**config.mk**
```make
export PLATFORM = sky130hd
export DESIGN_NAME = radix4_booth_multiplier
export DESIGN_NICKNAME = d
export VERILOG_FILES = /design/src/rtl/rv32m_pkg.sv /design/src/rtl/booth_encoder.sv /design/src/rtl/radix4_booth_multiplier.sv
export SDC_FILE = /design/constraint.sdc
export NUM_CORES = 1
export LEC_CHECK = 0
export BUFFER_PORTS_ARGS = -buffer_cell sky130_fd_sc_hd__buf_2
export CORE_ASPECT_RATIO = 1.5
export CORE_UTILIZATION = 29
export DETAILED_ROUTE_END_ITERATION = 10
export PLACE_DENSITY = 0.49
export SETUP_SLACK_MARGIN = 0.2
export SLEW_MARGIN = 10
export SYNTH_ARGS = -nofsm -noshare
export SYNTH_HDL_FRONTEND = slang
export SYNTH_SLANG_ARGS = --single-unit
```
**constraint.sdc**
```tcl
create_clock -name CLK -period 6.98 [get_ports CLK]
set_input_delay 0.349 -clock CLK [delete_from_list [all_inputs] [get_ports CLK]]
set_output_delay 0.349 -clock CLK [all_outputs]
set_load 0.05 [all_outputs]
```
**src/rtl/rv32m_pkg.sv**
```systemverilog
// -----------------------------------------------------------------------------
// rv32m_pkg
// Shared types for the radix-4 Booth multiplier:
//   state_t     - control FSM states (IDLE, BUSY, DONE)
//   booth_sel_t - addend selection produced by the Booth window encoder
// -----------------------------------------------------------------------------
package rv32m_pkg;

    typedef enum logic [1:0] {
        IDLE = 2'd0,
        BUSY = 2'd1,
        DONE = 2'd2
    } state_t;

    typedef enum logic [2:0] {
        ZERO     = 3'd0,
        PLUS_M   = 3'd1,
        PLUS_2M  = 3'd2,
        MINUS_M  = 3'd3,
        MINUS_2M = 3'd4
    } booth_sel_t;

endpackage : rv32m_pkg

```
**src/rtl/booth_encoder.sv**
```systemverilog
// -----------------------------------------------------------------------------
// booth_encoder
// Purely combinational radix-4 Booth recoder. Maps the window
// {q[1], q[0], q[-1]} onto the addend selection for one iteration.
// Ports:
//   i_window [2:0] - Booth window {q[1], q[0], q[-1]}
//   o_sel          - selected addend (ZERO, +M, +2M, -M, -2M)
// -----------------------------------------------------------------------------
module booth_encoder
    import rv32m_pkg::*;
(
    input  logic [2:0] i_window,
    output booth_sel_t o_sel
);

    // Window-to-addend recoding table
    always_comb begin
        o_sel = ZERO;
        case (i_window)
            3'b000:  o_sel = ZERO;
            3'b001:  o_sel = PLUS_M;
            3'b010:  o_sel = PLUS_M;
            3'b011:  o_sel = PLUS_2M;
            3'b100:  o_sel = MINUS_2M;
            3'b101:  o_sel = MINUS_M;
            3'b110:  o_sel = MINUS_M;
            3'b111:  o_sel = ZERO;
            default: o_sel = ZERO;
        endcase
    end

endmodule : booth_encoder

```
**src/rtl/radix4_booth_multiplier.sv**
```systemverilog
// -----------------------------------------------------------------------------
// radix4_booth_multiplier
// Iterative radix-4 Booth multiplier: two multiplier bits retired per cycle,
// signed/unsigned selectable per operand (covers MUL/MULH/MULHSU/MULHU).
// Ports:
//   CLK                  - clock, all state on rising edge
//   RST                  - synchronous active-high reset
//   start                - one-cycle request; samples operands and sign flags
//   multiplicand_signed  - 1: operand A is two's complement
//   multiplier_signed    - 1: operand B is two's complement
//   multiplicand [N-1:0] - operand A
//   multiplier   [N-1:0] - operand B
//   product    [2N-1:0]  - full product, valid while finished=1
//   finished             - high from completion until next start or RST
// -----------------------------------------------------------------------------
module radix4_booth_multiplier
    import rv32m_pkg::*;
#(
    parameter int NUM_BITS = 32
) (
    input  logic                    CLK,
    input  logic                    RST,
    input  logic                    start,
    input  logic                    multiplicand_signed,
    input  logic                    multiplier_signed,
    input  logic [NUM_BITS-1:0]     multiplicand,
    input  logic [NUM_BITS-1:0]     multiplier,
    output logic [2*NUM_BITS-1:0]   product,
    output logic                    finished
);

    localparam int N        = NUM_BITS;
    localparam int ITERS    = (N + 2) / 2;
    localparam int CW       = $clog2(ITERS + 1);
    localparam int AW       = N + 4;          // accumulator width, holds +/-2M
    localparam int QW       = N + 2;          // extended multiplier width
    localparam int SW       = AW + QW + 1;    // {acc, q, q[-1]}
    localparam logic [CW-1:0] CNT_LOAD = CW'(ITERS);
    localparam logic [CW-1:0] CNT_ONE  = CW'(1);
    localparam logic [CW-1:0] CNT_ZERO = CW'(0);

    state_t             r_state;
    state_t             w_next_state;
    logic [AW-1:0]      r_acc;
    logic [QW-1:0]      r_q;
    logic               r_qm1;
    logic [QW-1:0]      r_m;
    logic [CW-1:0]      r_count;
    logic [2*N-1:0]     r_product;
    logic               r_finished;

    booth_sel_t         w_sel;
    logic [AW-1:0]      w_m_ext;
    logic [AW-1:0]      w_m2;
    logic [AW-1:0]      w_operand;
    logic               w_cin;
    logic [AW-1:0]      w_sum;
    logic [SW-1:0]      w_comb;
    logic [SW-1:0]      w_shifted;

    booth_encoder u_booth_encoder (
        .i_window (({r_q[1:0], r_qm1})),
        .o_sel    (w_sel)
    );

    assign w_m_ext = {{2{r_m[QW-1]}}, r_m};
    assign w_m2    = {w_m_ext[AW-2:0], 1'b0};

    // Addend mux: subtraction is realised as inverted operand plus carry-in
    always_comb begin
        w_operand = {AW{1'b0}};
        w_cin     = 1'b0;
        case (w_sel)
            ZERO:     begin w_operand = {AW{1'b0}}; w_cin = 1'b0; end
            PLUS_M:   begin w_operand = w_m_ext;    w_cin = 1'b0; end
            PLUS_2M:  begin w_operand = w_m2;       w_cin = 1'b0; end
            MINUS_M:  begin w_operand = ~w_m_ext;   w_cin = 1'b1; end
            MINUS_2M: begin w_operand = ~w_m2;      w_cin = 1'b1; end
            default:  begin w_operand = {AW{1'b0}}; w_cin = 1'b0; end
        endcase
    end

    // The single accumulator adder
    assign w_sum     = r_acc + w_operand + {{(AW-1){1'b0}}, w_cin};
    assign w_comb    = {w_sum, r_q, r_qm1};
    assign w_shifted = SW'($signed(w_comb) >>> 2);

    // FSM state register
    always_ff @(posedge CLK) begin
        if (RST) begin
            r_state <= IDLE;
        end else begin
            r_state <= w_next_state;
        end
    end

    // FSM next-state logic; start restarts from any state
    always_comb begin
        w_next_state = r_state;
        case (r_state)
            IDLE: begin
                if (start) w_next_state = BUSY;
                else       w_next_state = IDLE;
            end
            BUSY: begin
                if (start)                    w_next_state = BUSY;
                else if (r_count == CNT_ZERO) w_next_state = DONE;
                else                          w_next_state = BUSY;
            end
            DONE: begin
                if (start) w_next_state = BUSY;
                else       w_next_state = DONE;
            end
            default: w_next_state = IDLE;
        endcase
    end

    // Datapath: operand load, Booth iterations and result capture
    always_ff @(posedge CLK) begin
        if (RST) begin
            r_acc      <= {AW{1'b0}};
            r_q        <= {QW{1'b0}};
            r_qm1      <= 1'b0;
            r_m        <= {QW{1'b0}};
            r_count    <= CNT_ZERO;
            r_product  <= {(2*N){1'b0}};
            r_finished <= 1'b0;
        end else if (start) begin
            r_acc      <= {AW{1'b0}};
            r_m        <= multiplicand_signed ? {{2{multiplicand[N-1]}}, multiplicand}
                                              : {2'b00, multiplicand};
            r_q        <= multiplier_signed   ? {{2{multiplier[N-1]}}, multiplier}
                                              : {2'b00, multiplier};
            r_qm1      <= 1'b0;
            r_count    <= CNT_LOAD;
            r_finished <= 1'b0;
        end else if (r_state == BUSY && r_count != CNT_ZERO) begin
            r_acc   <= w_shifted[SW-1 -: AW];
            r_q     <= w_shifted[QW:1];
            r_qm1   <= w_shifted[0];
            r_count <= r_count - CNT_ONE;
        end else if (r_state == BUSY) begin
            // All windows consumed: low 2N bits of {acc, q} hold the product
            r_product  <= {r_acc[N-3:0], r_q};
            r_finished <= 1'b1;
        end else begin
            r_product  <= r_product;
            r_finished <= r_finished;
        end
    end

    assign product  = r_product;
    assign finished = r_finished;

endmodule : radix4_booth_multiplier

```
==> key figures <==
Detailed routing
  • 1st-pass router iterations: 8
  • Number of DRC markers in iteration 0: 603
  • WL final: 31350 um
  • Wire length per cell: 17.37 um
  • Via/cell ratio: 5.218
  • Routed Antenna Nets: 0
  • # DRC: 26
  • Vias: roughly 9.4k

Synth
  • Synth Instances: about 1.3k
  • Largest family of logic cells by synthesized area: compound AO/OA/AOI/OAI gates
  • Synth Area in Compound Gates: 0.2807
  • Register area share after synthesis: 0.3560
  • Mapped Nets: 1411
  • Mapped Area: ~10000 um2
  • Number of flops mapped to enable cells by yosys: 0
  • Yosys top cell area share: 0.3560
  • Mux contribution to synthesized area: 0.03376
  • Synth Area in XOR/XNOR: 0.01611
  • Synth Warn #: 0
  • Most common cell in the synthesized netlist: nand2_1
  • Async SR Flop Fraction: 0
  • Largest area contributor in the netlist: dfxtp_1
  • Synth top cells by count: nand2_1, a21oi_1, dfxtp_1, nor2_1, clkbuf_1
  • Yosys reg bits: around 170
  • Main area contributors after synthesis: dfxtp_1, a21oi_1, nand2_1, nor2_1, ha_1
  • Post-synth top flop: dfxtp_1
  • Avg Cell Area, Syn: 7.504 um2
  • Simple-Gate Fraction of Synth Area: 0.2146
  • Cell variety after synth: 84
  • Post-synthesis adder-cell area fraction: 0.05012

Setup path
  • Worst-path maximum fanout: 57
  • Worst path cell trace: inv_1 -> ha_2 -> buf_4 -> nor2b_1 -> buf_4 -> a221oi_1 -> a21oi_1 -> ha_1 -> a21oi_1 -> o21ai_0 -> nand2_1 -> o311ai_1 -> a221oi_1 -> and3_1 -> o31ai_1
  • R2r endpoint: r_acc[30]
  • Crit path max-delay family: compound AO/OA/AOI/OAI gates
  • Crit Path Class: register to register
  • CP Launch Type: register
  • CP peak stage delay: 0.49 ns
  • R2r startpoint: r_q[0]
  • Kind of end point of the critical path: register
  • Worst EP required: 7.32 ns
  • Worst EP arrival: 4.83 ns
  • Slowest-stage cell, CP: buf_4
  • Buf+Inv Stages, Crit Path: 3
  • Flop-to-flop setup slack: roughly 2.5 ns
  • R2R cell count: 15

Clocking
  • H-tree Lvls: 4
  • Num CTS Buffers: 17
  • CTS tree: yes
  • CTS Hold Bufs: 0
  • Clk root buf: clkbuf_16
  • CTS max path bufs: 2
  • Worst-path clk slew: 0.08 ns
  • Clock latency on the worst-skew pair: 0.46 ns
  • CTS Sinks: around 170
  • Post-CTS Setup Bufs: 0
  • PostCTS Resize Cnt: 0

Cells and area
  • Fill count: 3550
  • Multi-input logic area: 5844 um2
  • Layout cells sized above 1: 0.1516
  • Reg area: between 3000 and 4000 um2
  • Final cell utilization of the core: 0.3383
  • Area growth syn-to-layout: 15.29%
  • Nets: 1479
  • ANT cells: 0

GRT
  • Busiest layer in global routing: met2
  • Met2 Usage GRT: 0.3381
  • Met1 GRT Util: 0.1944
  • Vias in the first global route: 8854
  • Pin count of the biggest net entering global routing: 75
  • GR Util All Layers: 0.1819
  • Overflow after GRT: 0
  • First-pass GRT wire length: 48790 um
  • M3 GR Usage: 0.02951
  • Initial antenna violation count: 0

Pwr
  • Pwr Density: 210.1 nW/um2
  • Lkg Pwr: approximately 4.5 nW
  • Peak supply drop: between 0.0001 and 0.00015 V
  • Design Power: ~2.4 mW

Place
  • Final HPWL DP: 22480 um
  • Pre-CTS WS: 2.514 ns
  • Routability congestion estimate from global placement: 0.9219
  • Port bufs: 133

Timing
  • Final WS setup: 2.492 ns
  • Setup Skew: 0.01806 ns
  • RSZ-0062 raised after global routing: no
  • Hold slack final: about 0.13 ns
  • Final setup fails: 0
  • Minimum clock period: 4.488 ns
  • Max Clk Rate: between 200 and 250 MHz
  • Slew margin rel.: 0.4363
  • Final Slew Violations: 0
  • Setup_tns: 0 ns
  • Hold Vio Cnt, Final: 0
  • Actual slew at the worst max-slew pin: around 0.85 ns
  • Final period util: 0.6430

Run
  • Number of max-cap violations: 0

Hold path
  • Hold path depth: 3
  • Hold WC Path Type: input pin to register
  • Hold EP: r_q[24]
  • HP Start: multiplier[24]

Die
  • DIE WIDTH: 152.0 um
  • Initial Util: 0.2935
  • Rows: 82
  • Die area: 34500 um2
  • Core ar.: 33340 um2
  • DIE HEIGHT: between 200 and 250 um
  • I/O pin count: roughly 130

Outcome
  • Status: complete, but fails checks
  • Failing checks: design-rule violations
[sequential cells by signal (all words and copies together) (netlist names)]
register and flops:
product 64, r_acc 34, r_q 34, r_m 33, r_count 5, r_state 2
finished 1, r_qm1 1
[cell type report]
class / instances / share of cell area
Tap cell: 420 / 0.04658
Multi-Input combinational cell: 1014 / 0.5180
Clock inverter: 14 / 0.01375
Clock buffer: 18 / 0.03804
Sequential cell: 174 / 0.3089
Inverter: 18 / 0.005989
Timing Repair Buffer: 147 / 0.06876
[worst max-delay path by stage]
stage,from,to,slack [ns],cells after the start
5_1_grt,r_q[0],r_acc[22],2.10,15
3_5_place_dp,r_q[0],r_acc[30],2.51,15
2_1_floorplan,r_q[0],r_acc[22],3.30,17
6_report,r_q[0],r_acc[30],2.49,15
3_3_place_gp,r_q[0],r_acc[31],2.55,15
4_1_cts,r_q[0],r_acc[25],2.50,14
[report_power, final]
group	internal [mW]	total [mW]	switching (mW)
Sequential	1.02	1.06	0.0362
Combinational	0.128	0.352	0.224
Clock	0.505	0.959	0.454
[worst min-delay path: cells and delay by family]
| kind | cells | cell delay, ns |
|---|---|---|
| AOI/OAI and AO/OA | 1 | 0.05 |
| and+or+nand+nor | 1 | 0.07 |
| buffers and inverters | 1 | 0.08 |
[through the flow]
stage / area, um2 / cells
floorplan: 9786 / 1304
global placement: 10700 / 1773
detailed placement: 10700 / 1773
CTS: 11280 / 1805
global route: 11280 / 1805
finish: 11280 / 1805
[layer usage]
layer	up-vias	share of wire	wire length, um
met5	-	0	0
met3	70	0.030	945
met1	4386	0.40	12440
li1	4752	-	-
met2	211	0.52	16370
met4	0	0.051	1599
[cell families after synthesis]
family | after synthesis
AND/OR/NAND/NOR | 489
AO/OA/AOI/OAI | 436
flip-flops | 174
buffers and inverters | 116
adder cells (fa/ha/maj) | 38
multiplexers | 33
XOR/XNOR | 18
[cells in the final DEF (no fill, tap or decap), types with 9 or more instances in the layout]
master and count:
buf_2 131, a21oi_1 242, dfxtp_1 173, o21ai_0 32
a21o_1 15, nand2_1 257, buf_4 16, o22a_1 29
a211oi_1 9, nand3_1 20, mux2i_1 33, a221oi_1 30
clkbuf_16 17, nand4_1 13, xnor2_1 12, ha_1 35
nor2_1 137, inv_1 18
(Power assumes the default switching activity.)
